File: src/rtl/adc_pkg.sv
// Shared DRP widths, default channel addresses and sequencer states
// for the ADC stand-in responder.
package adc_pkg;

  localparam int ADDR_W = 7;
  localparam int DATA_W = 16;
  localparam int SAMP_W = 12;

  localparam logic [ADDR_W-1:0] CH_A_DEF = 7'h13;
  localparam logic [ADDR_W-1:0] CH_B_DEF = 7'h1b;

  typedef enum logic {
    CONV_A,
    CONV_B
  } seq_t;

endpackage

File: src/rtl/drp_read_port.sv
// DRP read responder: snapshot on accept, fixed-latency drdy,
// sticky error on overlapping den.
module drp_read_port
  import adc_pkg::*;
#(
  parameter int READ_LATENCY = 2
) (
  input  logic              clk,
  input  logic              rst_n,
  input  logic              den,
  input  logic [DATA_W-1:0] rd_data,
  output logic [DATA_W-1:0] do_data,
  output logic              drdy,
  output logic              err
);

  logic              pend;
  logic [1:0]        lat;
  logic [DATA_W-1:0] snap;
  logic              accept;
  logic              fire;

  // pend stays set through the edge that raises drdy
  assign accept = den & ~pend;
  assign fire   = pend & (lat == 2'd0);

  always_ff @(posedge clk or negedge rst_n) begin
    if (!rst_n) begin
      pend    <= 1'b0;
      lat     <= 2'd0;
      snap    <= '0;
      drdy    <= 1'b0;
      do_data <= '0;
      err     <= 1'b0;
    end else begin
      drdy    <= fire;
      do_data <= fire ? snap : '0;
      if (den && pend)
        err <= 1'b1;
      if (accept) begin
        pend <= 1'b1;
        lat  <= 2'(READ_LATENCY - 1);
        snap <= rd_data;
      end else if (pend) begin
        if (lat == 2'd0)
          pend <= 1'b0;
        else
          lat <= lat - 2'd1;
      end
    end
  end

endmodule

File: src/rtl/adc_drp_responder.sv
// Two-channel conversion sequencer with per-channel result
// registers, answered over a DRP read port.
module adc_drp_responder
  import adc_pkg::*;
#(
  parameter int                CONV_CYCLES  = 26,
  parameter int                READ_LATENCY = 2,
  parameter logic [ADDR_W-1:0] CH_A_ADDR    = CH_A_DEF,
  parameter logic [ADDR_W-1:0] CH_B_ADDR    = CH_B_DEF
) (
  input  logic              clk,
  input  logic              rst_n,
  input  logic [SAMP_W-1:0] sample_a,
  input  logic [SAMP_W-1:0] sample_b,
  input  logic              den,
  input  logic [ADDR_W-1:0] daddr,
  output logic [DATA_W-1:0] do_data,
  output logic              drdy,
  output logic              eoc,
  output logic [ADDR_W-1:0] channel,
  output logic              err
);

  localparam int CW = $clog2(CONV_CYCLES);

  seq_t              state_q;
  seq_t              state_d;
  logic [CW-1:0]     cnt;
  logic              tc;
  logic              ld_a;
  logic              ld_b;
  logic [ADDR_W-1:0] cur_addr;
  logic [DATA_W-1:0] res_a;
  logic [DATA_W-1:0] res_b;
  logic [DATA_W-1:0] rd_val;

  assign tc = (cnt == CW'(CONV_CYCLES - 1));

  always_ff @(posedge clk or negedge rst_n) begin
    if (!rst_n)
      state_q <= CONV_A;
    else
      state_q <= state_d;
  end

  always_comb begin
    state_d = state_q;
    unique case (state_q)
      CONV_A: if (tc) state_d = CONV_B;
      CONV_B: if (tc) state_d = CONV_A;
      default: state_d = CONV_A;
    endcase
  end

  always_comb begin
    ld_a     = 1'b0;
    ld_b     = 1'b0;
    cur_addr = CH_A_ADDR;
    unique case (state_q)
      CONV_A: ld_a = tc;
      CONV_B: begin
        ld_b     = tc;
        cur_addr = CH_B_ADDR;
      end
      default: ld_a = 1'b0;
    endcase
  end

  always_ff @(posedge clk or negedge rst_n) begin
    if (!rst_n) begin
      cnt     <= '0;
      eoc     <= 1'b0;
      channel <= '0;
      res_a   <= '0;
      res_b   <= '0;
    end else begin
      cnt <= tc ? '0 : cnt + 1'b1;
      eoc <= tc;
      if (tc)
        channel <= cur_addr;
      if (ld_a)
        res_a <= {sample_a, 4'h0};
      if (ld_b)
        res_b <= {sample_b, 4'h0};
    end
  end

  // registered results are read here, so a same-edge load is not seen
  always_comb begin
    rd_val = '0;
    unique case (1'b1)
      (daddr == CH_A_ADDR): rd_val = res_a;
      (daddr == CH_B_ADDR): rd_val = res_b;
      default:              rd_val = '0;
    endcase
  end

  drp_read_port #(
    .READ_LATENCY(READ_LATENCY)
  ) u_rd (
    .clk    (clk),
    .rst_n  (rst_n),
    .den    (den),
    .rd_data(rd_val),
    .do_data(do_data),
    .drdy   (drdy),
    .err    (err)
  );

endmodule

File: config.mk
export PLATFORM = sky130hd
export DESIGN_NAME = adc_drp_responder
export DESIGN_NICKNAME = d
export VERILOG_FILES = /design/src/rtl/adc_pkg.sv /design/src/rtl/drp_read_port.sv /design/src/rtl/adc_drp_responder.sv
export SDC_FILE = /design/constraint.sdc
export NUM_CORES = 1
export LEC_CHECK = 0
export ABC_AREA = 1
export ABC_CLOCK_PERIOD_IN_PS = 1900
export BUFFER_PORTS_ARGS = -buffer_cell sky130_fd_sc_hd__buf_2
export CAP_MARGIN = 25
export CORE_MARGIN = 1
export CORE_UTILIZATION = 48
export DETAILED_ROUTE_END_ITERATION = 8
export HOLD_SLACK_MARGIN = 0.15
export PLACE_DENSITY = 0.77
export SETUP_SLACK_MARGIN = 0.05
export SYNTH_ARGS = -nofsm -noshare
export SYNTH_HDL_FRONTEND = slang
export SYNTH_SLANG_ARGS = --single-unit
export TNS_END_PERCENT = 20
File: constraint.sdc
create_clock -name clk -period 1.9 [get_ports clk]
set_input_delay 0.38 -clock clk [delete_from_list [all_inputs] [get_ports clk]]
set_output_delay 0.38 -clock clk [all_outputs]
set_load 0.02 [all_outputs]
==> results of run 1 <==
==> cell families after synthesis <==
logic type,after synthesis,share of synthesized area (%)
AOI/OAI and AO/OA,5,1.13
muxes,24,10.2
and+or+nand+nor,106,17.0
buffers and inverters,45,9.75
adders and majority gates,5,2.36
xor gates and xnor gates,3,0.990
DFF,62,58.4
other,1,0.141
==> area by class of cell <==
class	count	area share (%)
repair buffers	60	11.5
clock inverters	1	0.159
flip-flops and latches	62	49.3
well taps	70	2.78
inverters	26	3.26
multi-input cells	150	27.9
clock buffers	14	5.17
==> power breakdown <==
| group | internal (mW) | total [mW] | switching (mW) | leakage [nW] |
|---|---|---|---|---|
| sequential | 1.38 | 1.41 | 0.0259 | 0.798 |
| combinational | 0.111 | 0.339 | 0.229 | 0.784 |
| clock | 0.536 | 0.973 | 0.436 | 0.0865 |
| total | 2.03 | 2.72 | 0.691 | 1.67 |
==> worst max-delay path, stage by stage, from the launching register on <==
cell,delay [ns]
dfrtp_1,0.37
inv_1,0.06
ha_1,0.14
inv_1,0.04
nor2_1,0.11
nand3_2,0.10
inv_2,0.09
ha_2,0.19
buf_12,0.14
mux2_2,0.33
==> layer usage <==
layer | vias up | wire length, microns | GRT usage (%)
li1 | 886 | - | -
met4 | 0 | 107 | 11.0
met3 | 9 | 206 | 3.83
met1 | 815 | 2080 | 23.2
met2 | 46 | 2000 | 25.0
met5 | - | 0 | 0
==> stage by stage <==
stage | instances | hold slack (ns) | power [mW]
finish | 383 | 0.277 | 2.72
global route | 383 | 0.265 | 2.86
CTS | 381 | 0.255 | 2.76
detailed placement | 365 | 0.411 | 1.77
global placement | 365 | 0.410 | 1.76
floorplan | 257 | 0.0844 | 1.71
==> repair_timing <==
action | in CTS | in global routing
setup buffers | 0 | 2
gates resized for setup | 0 | 4
hold buffers | 1 | 0
hold endpoints to repair | 62 | 0
setup endpoints to repair | 0 | 24
==> state kept, by name, indices dropped and copies added (netlist names) <==
name,flops
eoc,1
res_b,12
u_rd.err,1
channel,2
state_q,1
u_rd.do_data,12
cnt,5
u_rd.drdy,1
u_rd.snap,12
u_rd.pend,1
res_a,12
u_rd.lat,2
==> cells in the final DEF (no fill, tap or decap), types with 4 or more instances in the layout <==
cell / Yosys / routed
buf_2: 2 / 52
buf_4: 13 / 4
clkbuf_8: 1 / 11
conb_1: 1 / 7
dfrtp_1: 62 / 62
inv_1: 25 / 24
mux2_2: 24 / 24
nand2_1: 55 / 55
nand3_1: 27 / 26
nor2_1: 18 / 18
==> worst paths after layout <==
path / end / start / slack [ns]
setup / recovery: res_b[13] / cnt[1] / 0.20
hold / removal: res_a[11] / sample_a[7] / 0.28
setup reg to reg: res_b[13] / cnt[1] / 0.20
hold reg to reg: u_rd.err / u_rd.err / 0.46
max in group asynchronous: u_rd.snap[7] / rst_n / 1.04
min in group asynchronous: res_a[9] / rst_n / 0.57
==> flow_results.org, run 1 <==
** Status
- The run finished with clean final reports.

** Clock tree
- Clock insertion delay at the later pin of the skew report :: roughly 0.33 ns
- Clock-pin slew was measured on the worst setup and hold paths at 0.06 ns.
- Counting the buffers created by CTS gives 9.
- The clock drives 62 sinks.
- The clock passes through at most 2 buffers.
- # H-tree levels :: 3
- Clock tree from TritonCTS :: built
- Cell chosen for the clock root :: clkbuf_8

** Logic synthesis
- For this run, the leading register cell type out of synthesis is dfrtp_1.
- In this run, synthesis inferred 0 flip-flops with an integrated enable.
- Counting flops with an async set or reset pin after synthesis yields a share of 100%.
- Leading cell types by total area after synthesis :: dfrtp_1 58%, mux2_2 10%, nand2_1 7.8%, nand3_1 5.1%, buf_4 3.7%
- Post-Synthesis Cells :: between 200 and 300
- Synth top cells by count :: 62 x dfrtp_1, 55 x nand2_1, 27 x nand3_1
- In this run, synthesis produced a sequential element count of between 60 and 70.
- Sequential elements use between 50% and 60% of the synthesized area.
- A synthesized cell averages between 10 and 15 sq um.
- The synthesized netlist contains 25 unique library cells.
- Fraction of synthesized cell area taken by the top area cell type :: approximately three fifths
- Total number of yosys warnings :: 0
- The mapped netlist covers 0.00266 sq mm.
- Cell type with the largest total area after synthesis :: dfrtp_1
- The most common cell in the synthesized netlist is dfrtp_1.

** Timing
- Worst-case headroom to the max-slew limit :: about 66%
- The worst path meets setup with roughly 0.2 ns of slack.
- Maximum clock frequency :: a little under 600 MHz
- TNS Setup :: 0 ns
- The number of pins exceeding their max-slew limit in the final report was 0.
- Setup-violating endpoint count in the final report :: 0
- Slew @ Worst Pin :: approximately 0.50 ns
- For the finished layout, the period the worst path requires is 1.70 ns.
- On the final layout, the worst clock skew is 0.0109 ns.
- Ratio of final minimum period to clock period :: roughly 90%
- The total count of hold-check failures in the final report is 0.
- Unrepaired setup endpoints after global routing :: false

** Placed design
- Pre-CTS setup slack :: between 0.1 and 0.15 ns
- Input and output buffers added on the ports amount to 52.
- Post-detailed-placement cell area :: slightly below 0.003 sq mm
- The congestion estimate from routability-driven global placement came to between 0.7 and 0.8.
- Estimated wirelength of the detail-placed design :: roughly 3.1 mm

** Die
- Area of the die :: 0.00583 sq mm
- Starting utilization of the core area :: around 51%
- Placeable core region :: around 0.0052 sq mm
- Chip Width :: around 76 microns
- Core Rows :: 26
- I/O Pins :: 60
- The die is 76.4 microns tall.

** Job
- Across the run, the number of max-cap violations was 0.

** Hold path
- Tightest Hold Check Type :: input port to register
- Cell depth of the worst hold path :: 2

** Cells and area
- Non-Filler Cell Area, Final :: between 0.003 and 0.004 sq mm
- For this run, the post-layout net count is roughly 350.
- Layout Area Growth over Synthesis :: 18.5%
- The multi-input combinational cells in the finished layout cover a total of approximately 880 sq um.
- The layout has 452 filler cells.
- Registers take between 0.0015 and 0.002 sq mm.
- N_diodes :: 0
- Final design utilization :: around three fifths
- Cells with a size suffix above 1 make up roughly 34% of the layout.

** Power
- In this run the static leakage power is 1.67 nW.
- Max IR drop VDD :: 0.000467 V
- Total power divided by cell area :: about 860 mW/mm^2

** Critical path
- Measured in cells, the most critical reg-to-reg path has a length of 9.
- Setup CP Type :: register to register
- Worst Setup End Kind :: register
- At the worst endpoint, the arrival time is between 1.5 and 2 ns.
- For the worst setup path, the data required time is around 2.1 ns.
- Of all nets on the critical path, the largest fanout is 12.
- Type of element launching the critical path :: register

** Route
- After detailed routing, the average wire length per cell comes to 11.5 microns.
- Summed over all layers, the routed wires come to ~4.4 mm.
- The routed layout has 1756 vias.
- After detailed routing, the number of vias per cell comes to 4.58.
- In this run, the number of DRC markers left after iteration 0 of detailed routing was 91.
- Number of nets with antenna violations after routing :: 0
- Number of search-and-repair iterations in the first detailed-routing pass :: 4
- For this run, design rule violations remaining after detail routing come to 0.

** Global routing
- Global-route usage over all layers :: about 17%
- Via count of the first global-routing pass :: 1679
- Entering global routing, the biggest net connects 63 pins.
- Summed over all layers, the global routing overflow is 0.
- Wire length of the first global-routing pass :: about 7.7 mm
- Initial antenna violation count :: 0
(Power assumes the default switching activity.)
==> run 2, diff against run 1 <==
--- a/config.mk
+++ b/config.mk
@@ -6,7 +6,7 @@
 export NUM_CORES = 1
 export LEC_CHECK = 0
 export ABC_AREA = 1
-export ABC_CLOCK_PERIOD_IN_PS = 1900
+export ABC_CLOCK_PERIOD_IN_PS = 1460
 export BUFFER_PORTS_ARGS = -buffer_cell sky130_fd_sc_hd__buf_2
 export CAP_MARGIN = 25
 export CORE_MARGIN = 1
==> constraint.sdc (replaced) <==
create_clock -name clk -period 1.46 [get_ports clk]
set_input_delay 0.292 -clock clk [delete_from_list [all_inputs] [get_ports clk]]
set_output_delay 0.292 -clock clk [all_outputs]
set_load 0.02 [all_outputs]
==> flow_results.org, run 2 (synthesis gave the netlist of run 1 again) <==
** Timing
- The clock period minus worst slack is 1.66 ns (-0.0469 ns).
- The period utilization came to 113% (+24 points).
- The total count of hold-check failures in the final report is 0 (unchanged).
- Unrepaired setup endpoints after global routing :: true
- The worst setup slack after layout is -0.196 ns (-0.393 ns).
- The number of failing setup endpoints in the final timing report came to 24 (+24).
- Final slew viol count :: 0 (unchanged)
- Maximum clock frequency :: 604 MHz (+2.8%)
- The setup clock skew after layout is 0.00945 ns (-0.00149 ns).

** Die
- The number of standard-cell rows in the floorplan came to 26 (unchanged).
- The starting density of the core is 51.0% (unchanged).
- The x dimension of the die came to 76.4 microns (unchanged).
- The die outline height is 76.4 microns (unchanged).
- I/O Pins :: 60 (unchanged)
- Placeable core region :: 0.00520 sq mm (unchanged)
- Area of the die :: 0.00583 sq mm (unchanged)

** Placed design
- Final Wtd Congestion :: 0.776 (+4.4%)
- The number of port buffers is 52 (unchanged).
- The worst setup timing slack at the placement stage came to -0.155 ns (-0.268 ns).
- Estimated wirelength of the detail-placed design :: 3.05 mm (about the same)
- The cell area reported after detailed placement came to 0.00299 sq mm (+1.4%).

** Cells and area
- The fraction of layout cells with a size suffix above 1 was 37.5% (+3.6 points).
- Number of nets in the layout :: 356 (+2.3%)
- Leaving out fill and tap cells, the most frequent cell in the layout is dfrtp_1.
- Non-Filler Cell Area, Final :: 0.00337 sq mm (+7.0%)
- The library cells used most frequently in the layout, excluding fill and tap cells, are 62 x dfrtp_1, 55 x nand2_1, 52 x buf_2.
- From synthesis to final layout, the design area changed by 26.8%.
- Fillcell total :: 404 (-11%)
- N_diodes :: 0 (unchanged)

** Global routing
- The global-route usage over all layers was 17.1% (-0.092 points).
- The number of global-route vias before repair came to 1708 (+1.7%).
- The global-route wire length before repair is 7.63 mm (-0.27%).
- Pin count of the biggest net entering global routing :: 63 (unchanged)
- The initial antenna violation count was 0 (unchanged).
- The global-route congestion overflow total was 0 (unchanged).

** Route
- Met2 wirelength from detailed routing :: 2.47 mm (+23%)
- The wire length the detailed router placed on met1 was 2.27 mm (+9.4%).
- The post-detailed-route DRC marker count was 0 (unchanged).
- The initial DRC count came to 116 (+27%).
- The overall via count from detail_route was 1837 (+4.6%).
- Per-cell routed wire length :: 13.2 microns (+15%)
- Routed length on met3 :: 304 microns (+48%)
- Routed Wire Length :: 5.15 mm (+17%)
- The remaining antenna violation count after routing was 0 (unchanged).
- The highest metal layer carrying signal wires in the routed design is met4.
- The length of the first detailed-routing pass in iterations is 5 (+1).
- Drt via density :: 4.71 (+2.7%)

** Critical path
- The arrival time of data at the critical path endpoint came to 1.87 ns (-0.04 ns).
- Type of element launching the critical path :: register
- Worst Reg2Reg Path Length in Cells :: 9 (unchanged)
- In this run the critical register-to-register path is launched from cnt[1].
- The worst setup path is captured at a register.
- The critical path is of the register to register type.
- Worst setup slack for register-to-register paths :: -0.20 ns (-0.39 ns)
- In this run the worst setup path terminates at res_a[15].
- Maximum fanout along the worst path :: 6 (-6)
- CP required :: 1.67 ns (-0.43 ns)
- Crit path from :: cnt[1]
- The worst register-to-register path ends at res_a[15].

** Power
- Total power divided by cell area :: 1110 mW/mm^2 (+28%)
- The leakage power came to 1.77 nW (+6.0%).
- The maximum vdd drop is 0.000580 V (+24%).
- Sum of internal, switching and leakage power :: 3.73 mW (+37%)

** Job
- Max-cap violation count :: 0 (unchanged)

** Clock tree
- Cts bufs inserted :: 9 (unchanged)
- The deepest clock path buffer count is 2 (unchanged).
- Cell chosen for the clock root :: clkbuf_8
- The later-pin clock latency in the skew report is 0.33 ns (about the same).
- CTS clk-pin slew, worst paths :: 0.07 ns (about the same)
- Clock tree from TritonCTS :: built
- The total number of clock tree sinks was 62 (unchanged).
- The count of H-tree levels built during CTS is 3 (unchanged).

** Status
- Status :: finished, violations left
- Violated checks :: setup timing

** Hold path
- Tightest Hold Check Type :: input port to register
run 2: cell count changes in the layout (fill, tap and decap cells not counted), moves of 2 or more:
cell | before | now
mux2_2 | 24 | 2
mux2_4 | 0 | 22
buf_4 | 4 | 9
buf_8 | 0 | 3
clkbuf_1 | 3 | 0
clkbuf_8 | 11 | 14
ha_4 | 0 | 3
ha_2 | 2 | 0
inv_1 | 24 | 22
run 2: layer usage:
layer,GRT usage [%],up-vias
met5,0,-
met4,10.8,0
met1,21.3,849
met2,26.8,78
li1,-,902
met3,4.07,8
run 2: metrics by stage:
| stage | setup TNS, ns | instances | hold slack, ns | util, % |
|---|---|---|---|---|
| floorplan | -3.80 | 257 | -0.00359 | - |
| global placement | -2.49 | 369 | 0.322 | 57.4 |
| detailed placement | -3.42 | 369 | 0.322 | 57.4 |
| CTS | -3.52 | 387 | 0.178 | 62.1 |
| global route | -5.78 | 390 | 0.178 | 64.7 |
| finish | -4.17 | 390 | 0.189 | 64.7 |
run 2: worst max-delay path: stages (launching register included):
cell	delay, ns
dfrtp_1	0.39
inv_2	0.08
ha_4	0.13
inv_2	0.03
nor2_2	0.10
nand3_2	0.10
inv_4	0.10
ha_4	0.15
buf_6	0.13
mux2_2	0.33
run 2: what timing repair did:
| action | CTS | global route |
|---|---|---|
| buffers inserted | 3 | 3 |
| gates resized for setup | 6 | 33 |
| setup endpoints to repair | 24 | 26 |
| pin swaps | 0 | 4 |
| endpoints found under the hold margin | 62 | 0 |
| hold buffers | 1 | 0 |
run 2: area by class of cell:
cell class | instances | area (sq um) | area share (%)
clock buffer | 14 | 193 | 5.72
inverter | 26 | 105 | 3.12
timing repair buffer | 68 | 434 | 12.9
multi-input combinational | 150 | 995 | 29.6
tap | 70 | 87.6 | 2.60
sequential | 62 | 1550 | 46.1
run 2: power by group:
part | total [mW] | leakage (nW) | internal [mW] | switching (mW)
sequential | 1.83 | 0.798 | 1.80 | 0.0352
combinational | 0.477 | 0.870 | 0.157 | 0.320
clock | 1.42 | 0.101 | 0.830 | 0.594
total | 3.73 | 1.77 | 2.78 | 0.949
run 2: how the worst min path moves through the flow:
| stage | start | endpoint | slack [ns] | cells past startpoint |
|---|---|---|---|---|
| 2_1_floorplan | rst_n | channel[1] | -0.004 | 0 |
| 3_3_place_gp | rst_n | res_a[10] | 0.32 | 2 |
| 3_5_place_dp | rst_n | res_a[15] | 0.32 | 2 |
| 4_1_cts | den | u_rd.err | 0.18 | 2 |
| 5_1_grt | den | u_rd.err | 0.18 | 2 |
| 6_report | den | u_rd.err | 0.19 | 2 |
